[src/rtl/audio_dac_out.sv]
// Multi-channel audio DAC output stage.
// Strobed signed samples are attenuated, converted to offset binary and held
// in a per-channel pending register. At each PWM period boundary the pending
// value moves to the active register, which drives either a PWM comparator or
// a first-order sigma-delta accumulator producing the 1-bit DAC stream.
module audio_dac_out #(
  parameter int WIDTH    = 16,
  parameter int OUT_BITS = 9,
  parameter int CHANNELS = 2,
  localparam int CH_BITS = (CHANNELS > 1) ? $clog2(CHANNELS) : 1
) (
  input  logic                           clk,
  input  logic                           rst_n,
  input  logic                           i_strb,
  input  logic [CH_BITS-1:0]             i_ch,
  input  logic signed [WIDTH-1:0]        i_sample,
  input  logic [3:0]                     i_vol,
  input  logic                           i_mode,
  input  logic                           i_ovr_clr,
  output logic [CHANNELS*OUT_BITS-1:0]   o_dac,
  output logic [CHANNELS-1:0]            o_bit,
  output logic [CHANNELS-1:0]            o_ovr
);

  localparam logic [OUT_BITS-1:0] MID = {1'b1, {(OUT_BITS-1){1'b0}}};

  // Attenuation: arithmetic right shift keeps the sign of the sample.
  function automatic logic signed [WIDTH-1:0] attenuate(
    input logic signed [WIDTH-1:0] smp,
    input logic [3:0]              sh
  );
    return smp >>> sh;
  endfunction

  logic [OUT_BITS-1:0]        cnt;
  logic                       boundary;
  logic                       mode;
  logic [OUT_BITS-1:0]        pend [CHANNELS];
  logic [OUT_BITS-1:0]        act  [CHANNELS];
  logic [OUT_BITS:0]          acc  [CHANNELS];
  logic [CHANNELS-1:0]        vld;
  logic [CHANNELS-1:0]        pwm_bit;
  logic [CHANNELS-1:0]        ovr;
  logic [CHANNELS-1:0]        cap_sel;
  logic signed [WIDTH-1:0]    shifted;
  logic [OUT_BITS-1:0]        cap_v;
  logic                       unused_bits;

  assign boundary    = &cnt;
  assign unused_bits = ^shifted;

  // Capture path: attenuate, take the top bits, flip MSB to offset binary.
  // Out-of-range channel indices simply match no channel.
  always_comb begin
    shifted = attenuate(i_sample, i_vol);
    cap_v   = {~shifted[WIDTH-1], shifted[WIDTH-2 -: OUT_BITS-1]};
    cap_sel = '0;
    for (int k = 0; k < CHANNELS; k++) begin
      cap_sel[k] = i_strb && (i_ch == CH_BITS'(k));
    end
  end

  // Free-running period counter and mode register (mode latched at boundary).
  always_ff @(posedge clk or negedge rst_n) begin
    if (!rst_n) begin
      cnt  <= '0;
      mode <= 1'b0;
    end else begin
      cnt <= cnt + 1'b1;
      if (boundary) mode <= i_mode;
    end
  end

  // Double buffer, overrun flags and both modulators, per channel.
  // A strobe on the boundary cycle is not an overrun: the old pending value
  // moves to active on the same edge and the new one becomes pending.
  always_ff @(posedge clk or negedge rst_n) begin
    if (!rst_n) begin
      vld     <= '0;
      ovr     <= '0;
      pwm_bit <= '0;
      for (int k = 0; k < CHANNELS; k++) begin
        pend[k] <= MID;
        act[k]  <= MID;
        acc[k]  <= '0;
      end
    end else begin
      for (int k = 0; k < CHANNELS; k++) begin
        if (boundary && vld[k]) act[k] <= pend[k];

        if (cap_sel[k]) begin
          pend[k] <= cap_v;
          vld[k]  <= 1'b1;
        end else if (boundary) begin
          vld[k]  <= 1'b0;
        end

        if (cap_sel[k] && vld[k] && !boundary) ovr[k] <= 1'b1;
        else if (i_ovr_clr)                    ovr[k] <= 1'b0;

        pwm_bit[k] <= (cnt < act[k]);

        if (boundary && (i_mode != mode)) acc[k] <= '0;
        else acc[k] <= {1'b0, acc[k][OUT_BITS-1:0]} + {1'b0, act[k]};
      end
    end
  end

  // Output mapping: active words, and the modulator selected by the latched mode.
  always_comb begin
    for (int k = 0; k < CHANNELS; k++) begin
      o_dac[k*OUT_BITS +: OUT_BITS] = act[k];
      o_bit[k] = mode ? acc[k][OUT_BITS] : pwm_bit[k];
    end
    o_ovr = ovr;
  end

endmodule
[config.mk]
export PLATFORM = sky130hd
export DESIGN_NAME = audio_dac_out
export DESIGN_NICKNAME = d
export VERILOG_FILES = /design/src/rtl/audio_dac_out.sv
export SDC_FILE = /design/constraint.sdc
export NUM_CORES = 1
export LEC_CHECK = 0
export ABC_AREA = 1
export BUFFER_PORTS_ARGS = -buffer_cell sky130_fd_sc_hd__buf_2
export CAP_MARGIN = 20
export CORE_MARGIN = 10
export CORE_UTILIZATION = 58
export CTS_BUF_LIST = sky130_fd_sc_hd__clkbuf_4
export DETAILED_ROUTE_END_ITERATION = 8
export PLACE_DENSITY = 0.82
export SKIP_CTS_REPAIR_TIMING = 1
export SLEW_MARGIN = 20
export SYNTH_ARGS = -nofsm -noshare
export SYNTH_HDL_FRONTEND = slang
export SYNTH_SLANG_ARGS = --single-unit
[constraint.sdc]
create_clock -name clk -period 3.3 [get_ports clk]
set_input_delay 0.165 -clock clk [delete_from_list [all_inputs] [get_ports clk]]
set_output_delay 0.165 -clock clk [all_outputs]
set_load 0.005 [all_outputs]
; Word level (Yosys, flattened, before mapping)
; Cells that the tools add are included.
; W data, S select, Z words.
[totals]
ff_bits = 72
input_bits = 26
output_inout_bits = 22
[classes]
addsub = 3
n_lt_le_gt_ge = 2
n_eq_ne = 1
shift = 1
n_mux = 10
bitwise = 2
n_reduce_logical = 15
[op_table]
columns = operator, n
row1 = $add A9 B9 Y10, 2
row2 = $mux W10, 2
row3 = $lt A9 B9 Y1, 2
row4 = $sshr A16 B4 Y16, 1
row5 = $add A9 B1 Y9 const B, 1
row6 = $logic_and A1 B1 Y1, 9
row7 = $reduce_and A9 Y1, 1
row8 = $mux W1, 8
row9 = $reduce_bool A2 Y1, 4
row10 = $not A1 Y1, 2
row11 = $logic_not A1 Y1, 1
row12 = $ne A1 B1 Y1, 1

; Depth between registers and ports, before layout
[depth]
depth_word = 5
ltp_mapped = 11
depth_no_buf = 10

; Worst setup path before layout
; OpenSTA, ideal clock, no wires.
[synth_path]
path_type = register to register
startpoint = register cnt[1]
endpoint = register acc[15] in the netlist's numbering
setup_time_ns = 0.119
arrival_time_ns = 1.758
setup_slack_ns = 1.423
stages_incl_launch_ff = 11
n_path_buf = 1
synth_period_minus_slack_ns = 1.877
path_cell_list = dfrtp_1 -> ha_1 -> nand4_1 -> nor3_1 -> ha_1 -> inv_2 -> nor3_4 -> inv_2 -> buf_2 -> nand2_1 -> nor2_1
[synth_between]
elab_chain_cells = 3
[synth_rtl]
columns = item, line
row1 = start: declaration, 35  ; logic [OUT_BITS-1:0] cnt;
row2 = start signal: assignment, 69  ; cnt <= cnt + 1'b1;
row3 = $reduce_and A9 Y1, 49  ; assign boundary = &cnt;
row4 = net boundary, 36  ; logic boundary;
row5 = $logic_and A1 B1 Y1, 103  ; if (boundary && (i_mode != mode)) acc[k] <= '0;
row6 = $mux W10, 103
row7 = end signal: indexed assignment, 104  ; else acc[k] <= {1'b0, acc[k][OUT_BITS-1:0]} + {1'b0, act[k]};
row8 = end: declaration, 40  ; logic [OUT_BITS:0] acc [CHANNELS];
; The timed path passes the listed nets, and every way through them passes these cells.
; A chain may end at the register's enable or synchronous reset.

; Final worst setup path
[layout_path]
startpoint = register cnt[1]
endpoint = register acc[12] in the netlist's numbering
; Same word-level chain as after synthesis.

==> flow_summary.json <==
{
  "worst_setup_path_start_kind": "flip-flop",
  "crit_required_ps": 3610,
  "fp.dieW_um": 105,
  "h-tree-depth": 3,
  "cts_max_path_buffers": 2,
  "cts-root-buf": "clkbuf_4",
  "wl_per_cell_um": 13.3,
  "synth_area_mm2": 0.00415,
  "cap_violations": 0,
  "io_pins": 48,
  "routed_wl_um": 9140,
  "grtUsageMet1": 0.214,
  "grt_setup_unrepaired": "false",
  "synthFlopType": "dfrtp_1",
  "slowest_stage": "dfrtp_1",
  "ys_warn_count": 0,
  "hold_viol": 68,
  "nets": 648,
  "gr-max-usage-layer": "met2",
  "start_util": 0.603,
  "grt_start_max_net_pins": 73,
  "die_area_mm2": 0.0109,
  "power_leakage_nw": 2.60,
  "mostFrequentLayoutCell": "nand2_1",
  "clock-sinks": 72,
  "grt-ovfl-total": 0,
  "maxSlewViolCount": 0,
  "gp_congestion": 0.861,
  "powerDensity_mw_per_mm2": 379,
  "violations": "hold timing",
  "r2r_end": "acc[12]",
  "slew_headroom": 0.410,
  "total_power_mw": 1.76,
  "worstPathMaxFanout": 14,
  "syn2layout_area_growth_pct": 12.2,
  "path_clk_slew_ps": 120,
  "core_mm2": 0.00687,
  "via_count": 3573,
  "cp_num_buf_inv": 2,
  "die_y_um": 105,
  "ys_seq_elements": 72,
  "ir_drop_mv": 0.253,
  "via_per_inst": 5.22,
  "synthDistinctLibCells": 25,
  "fmax_ghz": 0.447,
  "avgSynthCellArea_um2": 7.73,
  "hp-class": "primary input to asynchronous set/reset pin",
  "syn-num-nets": 600,
  "fp-row-count": 30,
  "async_flop_share": 1.00,
  "worstMarginPinSlew_ps": 884,
  "numCtsBuffers": 9,
  "setup_viol": 0,
  "synth_cells": 536,
  "critical_path_arrival_ps": 2550,
  "cp-end-kind": "flip-flop",
  "reg2reg_from": "cnt[1]",
  "clkLatencyLatePin_ps": 410,
  "period_share": 0.677,
  "grt_util_met3": 0.0338,
  "status": "complete, but fails checks",
  "antenna_found_initial": 0,
  "cts_tree": "done",
  "max_stage_delay_ps": 420,
  "seq_area_frac_synth": 0.436,
  "holdWs_ps": -57.9,
  "drt_iter0_markers": 222,
  "ff2ff_setup_slack_ps": 1070,
  "skew_ps": 15.3,
  "grt_pass1_vias": 3479,
  "firstDrtPassIters": 5,
  "grt_pass1_wl_um": 15600,
  "fin_crit_ps": 2230,
  "diodes": 0,
  "drive_gt1_frac": 0.112,
  "final_cell_mix": "nand2_1, inv_1, dfrtp_1, nand3_1, buf_2",
  "track_usage": 0.169,
  "cp_top_family": "simple AND/OR/NAND/NOR gates",
  "dp_hpwl_um": 6960,
  "reg2regPathDepth": 9,
  "ant_nets": 0,
  "fin_tns_setup_ps": 0,
  "grt.met2_usage": 0.272,
  "path_cells": "ha_1 -> nand4_1 -> nor3_1 -> ha_1 -> inv_2 -> nor3_4 -> inv_2 -> o21ai_0 -> a21oi_1",
  "post-route-drc-count": 0,
  "synth_edf_count": 0,
  "worstSetupPathType": "flip-flop to flip-flop",
  "io_buffer_count": 40
}
where the power goes:
group / internal (mW) / leakage, nW / switching (mW)
clock: 0.377 / 0.0910 / 0.313
sequential: 0.922 / 0.921 / 0.0177
combinational: 0.0440 / 1.59 / 0.0887
total: 1.34 / 2.60 / 0.419
routing by layer:
metal / up-vias / part of all wire
met2: 106 / 0.46
li1: 1813 / -
met4: 0 / 0.026
met1: 1634 / 0.46
met3: 20 / 0.049
met5: - / 0
synthesized netlist by cell type, drive strengths merged, types with 2 or more instances:
library cell	n	area (um2)
dfrtp	68	1700
nor3	6	41.3
o21ai	27	135
xnor2	2	17.5
o22ai	2	12.5
fa	2	40.0
nand2	159	597
buf	3	15.0
dfstp	4	105
o21a	2	15.0
nand4	5	31.3
inv	85	319
clkbuf	4	15.0
a21o	2	15.0
ha	36	450
xor2	4	35.0
nand3	45	225
mux2	2	22.5
nor2	34	128
a21oi	39	195
and3	2	12.5
or2	2	12.5
worst max-delay path by stage:
stage	startpoint	end	cells after the start
floorplan	cnt[1]	acc[15]	10
global placement	cnt[1]	acc[14]	9
global route	cnt[1]	acc[2]	9
CTS	cnt[1]	acc[19]	9
finish	cnt[1]	acc[12]	9
detailed placement	cnt[1]	acc[12]	9
worst reg2reg max path, cell delays in order (launching register included):
cell and delay, ps:
dfrtp_1 420, ha_1 230, nand4_1 150, nor3_1 170
ha_1 300, inv_2 100, nor3_4 360, inv_2 220
o21ai_0 130, a21oi_1 60
per-stage QoR:
stage,instance area [um2],hold WS (ps),utilization,cells,setup WS [ps]
6_report,4650,-57.9,0.677,685,1070
4_1_cts,4620,-55.9,0.673,682,1050
5_1_grt,4650,9.68,0.677,685,815
3_5_place_dp,4440,395,0.647,666,1060
3_3_place_gp,4440,390,0.647,666,1110
2_1_floorplan,4150,-131,-,536,1420
cells by family (layout without fill, tap and decap cells):
logic type | after synthesis | after routing | share of synthesized area
multiplexers | 2 | 2 | 0.00543
AND/OR/NAND/NOR | 253 | 253 | 0.253
adder cells (fa/ha/maj) | 38 | 38 | 0.118
buffers and inverters | 93 | 146 | 0.0851
AO/OA/AOI/OAI | 72 | 72 | 0.0899
flip-flops | 72 | 72 | 0.436
XOR/XNOR | 6 | 6 | 0.0127
registers in the layout, summed over array words and instances (netlist names):
name     flops
vld          2
mode         1
o_dac       18
o_ovr        2
cnt          9
pwm_bit      2
pend        18
acc         20
cell type report:
| type | count | area [um2] |
|---|---|---|
| fillers | 593 | 2220 |
| inverters | 86 | 323 |
| clock buffers | 9 | 67.6 |
| repair buffers | 44 | 238 |
| well taps | 96 | 120 |
| clock inverters | 7 | 110 |
| multi-input cells | 371 | 1990 |
| flip-flops and latches | 72 | 1810 |
Note: power is estimated with default switching activity, not from simulation.
